==> src/rtl/pipe_ctrl_pkg.sv <==
// Shared decode constants, FSM state type and instruction classifier for the
// pipeline front-end stall controller.
package pipe_ctrl_pkg;

    localparam int unsigned OP_W = 6;
    localparam int unsigned FN_W = 6;
    localparam int unsigned REG_W = 5;

    localparam logic [OP_W-1:0] OP_SPECIAL = 6'b000000;
    localparam logic [OP_W-1:0] OP_BEQ     = 6'b000100;
    localparam logic [OP_W-1:0] OP_BNE     = 6'b000101;

    localparam logic [FN_W-1:0] FN_MFHI  = 6'b010000;
    localparam logic [FN_W-1:0] FN_MFLO  = 6'b010010;
    localparam logic [FN_W-1:0] FN_MULT  = 6'b011000;
    localparam logic [FN_W-1:0] FN_MULTU = 6'b011001;
    localparam logic [FN_W-1:0] FN_DIV   = 6'b011010;
    localparam logic [FN_W-1:0] FN_DIVU  = 6'b011011;

    typedef enum logic [0:0] {
        IDLE    = 1'b0,
        BR_WAIT = 1'b1
    } state_t;

    typedef struct packed {
        logic is_branch;
        logic is_mdu;
        logic is_hilo;
    } decode_t;

    // Classify the IF/ID instruction from its opcode and funct fields.
    function automatic decode_t decode_instr(input logic [OP_W-1:0] op,
                                             input logic [FN_W-1:0] funct);
        decode_t d;
        d.is_branch = (op == OP_BEQ) || (op == OP_BNE);
        d.is_mdu    = (op == OP_SPECIAL) &&
                      ((funct == FN_MULT) || (funct == FN_MULTU) ||
                       (funct == FN_DIV)  || (funct == FN_DIVU));
        d.is_hilo   = (op == OP_SPECIAL) &&
                      ((funct == FN_MFHI) || (funct == FN_MFLO));
        return d;
    endfunction

endpackage

==> src/rtl/mdu_scoreboard.sv <==
// Occupancy counter for the multiply/divide unit: loads the latency on issue
// and counts down to zero; busy while nonzero.
module mdu_scoreboard #(
    parameter int unsigned LATENCY = 4
) (
    input  logic                             clk,
    input  logic                             rst_n,
    input  logic                             load,
    output logic                             busy,
    output logic [$clog2(LATENCY+1)-1:0]     count
);

    localparam int unsigned CW = $clog2(LATENCY + 1);

    logic [CW-1:0] cnt;

    // Load wins over decrement; decrement saturates at zero.
    always_ff @(posedge clk or negedge rst_n) begin
        if (!rst_n) begin
            cnt <= '0;
        end else if (load) begin
            cnt <= CW'(LATENCY);
        end else if (cnt != '0) begin
            cnt <= cnt - CW'(1);
        end
    end

    assign busy  = (cnt != '0);
    assign count = cnt;

endmodule

==> src/rtl/pipeline_stall_controller.sv <==
// Front-end sequencing controller: load-use stalls, branch resolution waits
// and MDU occupancy stalls from one FSM plus the MDU scoreboard.
module pipeline_stall_controller
    import pipe_ctrl_pkg::*;
#(
    parameter int unsigned MDU_LATENCY = 4,
    parameter int unsigned BR_TIMEOUT  = 8
) (
    input  logic        clk,
    input  logic        rst_n,
    input  logic        id_ex_mem_read,
    input  logic [4:0]  id_ex_rt,
    input  logic [31:0] if_id_instr,
    input  logic        ex_branch_valid,
    input  logic        ex_branch_taken,
    output logic        hold_pc,
    output logic        hold_if_id,
    output logic        bubble_sel,
    output logic        flush_if_id,
    output logic        mdu_start,
    output logic        mdu_busy,
    output logic        br_timeout_err
);

    localparam int unsigned BW = $clog2(BR_TIMEOUT);
    localparam int unsigned CW = $clog2(MDU_LATENCY + 1);

    state_t          state, state_n;
    logic [BW-1:0]   br_cnt, br_cnt_n;
    logic            err_n;
    logic [CW-1:0]   mdu_count;
    logic [REG_W-1:0] rs, rt;
    decode_t         dec;
    logic            load_use;
    logic            mdu_stall;
    logic            ctrl_unused;

    assign rs  = if_id_instr[25:21];
    assign rt  = if_id_instr[20:16];
    assign dec = decode_instr(if_id_instr[31:26], if_id_instr[5:0]);

    // Immediate, offset and shamt bits plus the raw count play no part here.
    assign ctrl_unused = ^{if_id_instr[15:6], mdu_count};

    // Hazard conditions seen in the current cycle.
    assign load_use  = id_ex_mem_read && (id_ex_rt != 5'd0) &&
                       ((id_ex_rt == rs) || (id_ex_rt == rt));
    assign mdu_stall = mdu_busy && (dec.is_hilo || dec.is_mdu);

    // MDU occupancy scoreboard, loaded whenever a mult/div leaves ID.
    mdu_scoreboard #(
        .LATENCY (MDU_LATENCY)
    ) u_mdu_scoreboard (
        .clk   (clk),
        .rst_n (rst_n),
        .load  (mdu_start),
        .busy  (mdu_busy),
        .count (mdu_count)
    );

    // State, branch-wait counter and sticky timeout flag.
    always_ff @(posedge clk or negedge rst_n) begin
        if (!rst_n) begin
            state          <= IDLE;
            br_cnt         <= '0;
            br_timeout_err <= 1'b0;
        end else begin
            state          <= state_n;
            br_cnt         <= br_cnt_n;
            br_timeout_err <= err_n;
        end
    end

    // Next-state and same-cycle stall outputs; one action per IDLE cycle.
    always_comb begin
        state_n     = state;
        br_cnt_n    = br_cnt;
        err_n       = br_timeout_err;
        hold_pc     = 1'b0;
        hold_if_id  = 1'b0;
        bubble_sel  = 1'b0;
        flush_if_id = 1'b0;
        mdu_start   = 1'b0;

        unique case (state)
            IDLE: begin
                if (load_use || mdu_stall) begin
                    hold_pc    = 1'b1;
                    hold_if_id = 1'b1;
                    bubble_sel = 1'b1;
                end else if (dec.is_branch) begin
                    // Branch moves on to EX; fetch behind it is squashed.
                    hold_pc     = 1'b1;
                    flush_if_id = 1'b1;
                    state_n     = BR_WAIT;
                    br_cnt_n    = '0;
                end else if (dec.is_mdu) begin
                    mdu_start = 1'b1;
                end
            end
            BR_WAIT: begin
                if (ex_branch_valid) begin
                    flush_if_id = ex_branch_taken;
                    state_n     = IDLE;
                end else if (br_cnt == BW'(BR_TIMEOUT - 1)) begin
                    // Give up on the wait and let the pipeline run again.
                    err_n   = 1'b1;
                    state_n = IDLE;
                end else begin
                    hold_pc     = 1'b1;
                    flush_if_id = 1'b1;
                    br_cnt_n    = br_cnt + BW'(1);
                end
            end
            default: begin
                state_n = IDLE;
            end
        endcase
    end

endmodule

==> config.mk <==
export PLATFORM = sky130hd
export DESIGN_NAME = pipeline_stall_controller
export DESIGN_NICKNAME = d
export VERILOG_FILES = /design/src/rtl/pipe_ctrl_pkg.sv /design/src/rtl/mdu_scoreboard.sv /design/src/rtl/pipeline_stall_controller.sv
export SDC_FILE = /design/constraint.sdc
export NUM_CORES = 1
export LEC_CHECK = 0
export ABC_AREA = 1
export CAP_MARGIN = 15
export CORE_MARGIN = 2
export CORE_UTILIZATION = 34
export CTS_BUF_LIST = sky130_fd_sc_hd__clkbuf_4 sky130_fd_sc_hd__clkbuf_8
export CTS_CLUSTER_DIAMETER = 50
export CTS_CLUSTER_SIZE = 8
export DETAILED_ROUTE_END_ITERATION = 16
export PLACE_DENSITY = 0.78
export SETUP_SLACK_MARGIN = 0.4
export SYNTH_ARGS = -nofsm -noshare
export SYNTH_HDL_FRONTEND = slang
export SYNTH_SLANG_ARGS = --single-unit
==> constraint.sdc <==
create_clock -name clk -period 1.37 [get_ports clk]
set_input_delay 0.274 -clock clk [delete_from_list [all_inputs] [get_ports clk]]
set_output_delay 0.274 -clock clk [all_outputs]
set_load 0.01 [all_outputs]
==> impl_metrics.yaml <==
floorplan:
  ios: 49
  die-area_mm2: 0.00272
  coreArea_mm2: 0.00221
  die_y_um: 52.2
  die_w_um: 52.2
  start_util_pct: 35.7
  rows: 17
global_routing:
  antenna_found_initial: 0
  grt_start_max_net_pins: 9
  track_usage_pct: 19.9
  grt_pass1_wl_um: 3960
  overflow: 0
  grt_pass1_vias: 999
critical_path:
  path_cells: "ha_2, ha_4, nor2_4, a21oi_2, o21ai_2, buf_2"
  crit_arrival_ns: 1.43
  r2r_cells: 10
  cp-end-kind: "output port"
  cpMaxStageDelayCell: "dfrtp_1"
  slowest_delay_ns: 0.39
  worstSetupPathType: "reg2out"
  critPathLaunchType: "flip-flop"
  cp_max_fo: 2
  required_ns: 1.10
placement:
  io_buffers: 37
  dp.cells: 203
  gp_congestion: 0.828
  dp_slack_ns: -0.976
  dp.final_hpwl_um: 1940
sta:
  max-slew-margin-rel_pct: 76.0
  rsz0062_at_grt: "yes"
  finalClockSkew_ns: 0.00112
  hold_viol: 0
  fin_crit_sh_pct: 124
  fin_crit_ns: 1.70
  hold-worst-slack_ns: 0.286
  finalSetupTns_ns: -1.96
  drv_slew: 0
  clock.fmax_mhz: 588
  worstMarginPinSlew_ns: 0.359
  setup_ws_ns: -0.331
  setup_viol: 12
clock_network:
  clockBufferDepth: 2
  cts-buffers-inserted: 3
  clock-root-buffer: "clkbuf_4"
  worstSkewPairLatency_ns: 0.26
  cts_max_level: 1
  tritoncts: "built"
  cts_sinks: 8
  clk_pin_slew_worst_paths_ns: 0.06
outcome:
  violations: "negative setup slack"
  outcome: "finished, violations left"
route:
  top_layer: "met4"
  met1Wirelength_um: 909
  routed_wl_um: 2420
  route.met3.wl_um: 115
  ant_nets: 0
  drt_first_pass_iters: 4
  wire_per_inst_um: 11.2
  drt_iter0_drc: 15
  drc: 0
  viasPerCell: 4.49
  wl_met2_um: 1340
  via_count: 969
worst_hold_path:
  timing.hold.worst.class: "in2async"
synthesis:
  ys_seq_area_share_pct: 25.4
  synth.cell_area_um2: 790
  syn_inst: 122
  yosysUniqueCellTypes: 24
  ys_seq_elements: 8
  synth_area_per_cell_um2: 6.47
  syn_nets: 168
  synth_warnings: 0
power_and_ir_drop:
  finalPower_mw: 1.55
  swShare_pct: 37.6
  internal-power_mw: 0.970
  power.switching_mw: 0.584
  cellLeakagePower_nw: 0.852
  power_density_mw_per_mm2: 1040
  clkPwrFrac_pct: 12.5
  power_frac_seq_pct: 22.4
  combPwrFrac_pct: 65.1
  vdd_drop_max_mv: 0.912
layout:
  layout.nets: 236
  instances_no_fill: 216
  fill_cells: 186
  diodes: 0
  areaGrowthSynthToFinish_pct: 88.9
  drive_gt1_share_pct: 48.4
run:
  cap_viol_max_count: 0
==> power by group through the flow <==
stage	Sequential [mW]	Clock (mW)	Combinational, mW
6_report	0.348	0.194	1.01
5_1_grt	0.355	0.213	1.11
4_1_cts	0.348	0.185	0.914
3_5_place_dp	0.353	0	0.830
3_3_place_gp	0.349	0	0.781
2_1_floorplan	0.352	0	0.433
==> routing by layer <==
layer  track usage, %  vias to the layer above
met5                0                        -
met4             9.83                        0
met3             1.71                        6
met2             38.0                       26
met1             21.6                      428
li1                 -                      509
==> cells by family after synthesis <==
logic type               after synthesis  synth area share, %
AO/OA/AOI/OAI                          8                 8.56
XOR/XNOR                               3                 3.33
adder cells (fa/ha/maj)                4                 6.34
buffers and inverters                 26                 12.8
flip-flops                             8                 25.4
AND/OR/NAND/NOR                       73                 43.6
==> cells in the final DEF (no fill, tap or decap), types with 5 or more instances in the layout <==
cell type | netlist | routed
dlygate4sd2_1 | 0 | 18
clkbuf_2 | 0 | 5
clkdlybuf4s50_1 | 0 | 5
nand2_2 | 1 | 8
inv_2 | 6 | 14
nand3_2 | 3 | 7
nand2_1 | 38 | 29
buf_6 | 0 | 11
dfrtp_1 | 8 | 8
buf_4 | 1 | 19
inv_1 | 19 | 11
nor2_1 | 14 | 11
==> worst paths after layout <==
| path | start | end | slack [ns] |
|---|---|---|---|
| setup / recovery | br_cnt[1]$_DFFE_PN0P_ | flush_if_id | -0.33 |
| hold / removal | rst_n | br_cnt[2]$_DFFE_PN0P_ | 0.29 |
| setup reg to reg | u_mdu_scoreboard.count[0]$_DFFE_PN0P_ | u_mdu_scoreboard.count[1]$_DFFE_PN0P_ | -0.09 |
| hold reg to reg | br_timeout_err$_DFFE_PN0P_ | br_timeout_err$_DFFE_PN0P_ | 0.46 |
| max in group asynchronous | rst_n | u_mdu_scoreboard.count[0]$_DFFE_PN0P_ | 0.82 |
| min in group clk | br_timeout_err$_DFFE_PN0P_ | br_timeout_err$_DFFE_PN0P_ | 0.46 |
==> synth_stat cells <==
library cell / number / area, um^2
o21ai_1: 1 / 5.00
o2111ai_4: 1 / 26.3
nand3_2: 3 / 30.0
nand2_2: 1 / 6.26
nor2_4: 2 / 22.5
or2_4: 1 / 8.76
dfrtp_1: 8 / 200
or2_2: 1 / 6.26
o21ai_2: 1 / 8.76
nand3_1: 8 / 40.0
buf_4: 1 / 7.51
inv_2: 6 / 22.5
nand4_1: 2 / 12.5
nand2_1: 38 / 143
ha_1: 4 / 50.1
nor2_2: 2 / 12.5
a21o_1: 1 / 7.51
xor2_1: 1 / 8.76
a21oi_1: 3 / 15.0
nor3_2: 1 / 10.0
inv_1: 19 / 71.3
nor2_1: 14 / 52.6
o21ai_0: 1 / 5.00
xnor2_1: 2 / 17.5
==> critical path, delay by kind of cell (launching register included) <==
family          cells  cell delay (ns)
flops               1             0.39
fa+ha+maj           2             0.37
compound gates      2             0.16
buf+inv             1             0.14
simple gates        1             0.11
==> per-stage QoR <==
step | utilization (%) | area [um^2]
global placement | 63.0 | 1390
floorplan | - | 868
detailed placement | 63.0 | 1390
CTS | 65.8 | 1460
finish | 67.4 | 1490
global route | 67.4 | 1490
==> timing repair <==
action	in CTS	in global routing
hold buffers	0	0
pin swaps	20	14
resized for setup	68	23
endpoints found under the setup margin	15	15
buffers inserted	6	4
==> flip-flops by register name (all words and copies together) (netlist names) <==
register and cells:
br_cnt 3, u_mdu_scoreboard.count 3, state 1, br_timeout_err 1
==> final cells by class <==
class | instances | area (um^2) | area share, %
tap | 28 | 35.0 | 2.35
multi-input combinational | 88 | 601 | 40.3
clock buffer | 3 | 22.5 | 1.51
timing repair buffer | 64 | 539 | 36.2
inverter | 25 | 93.8 | 6.29
sequential | 8 | 200 | 13.4
(Power assumes the default switching activity.)
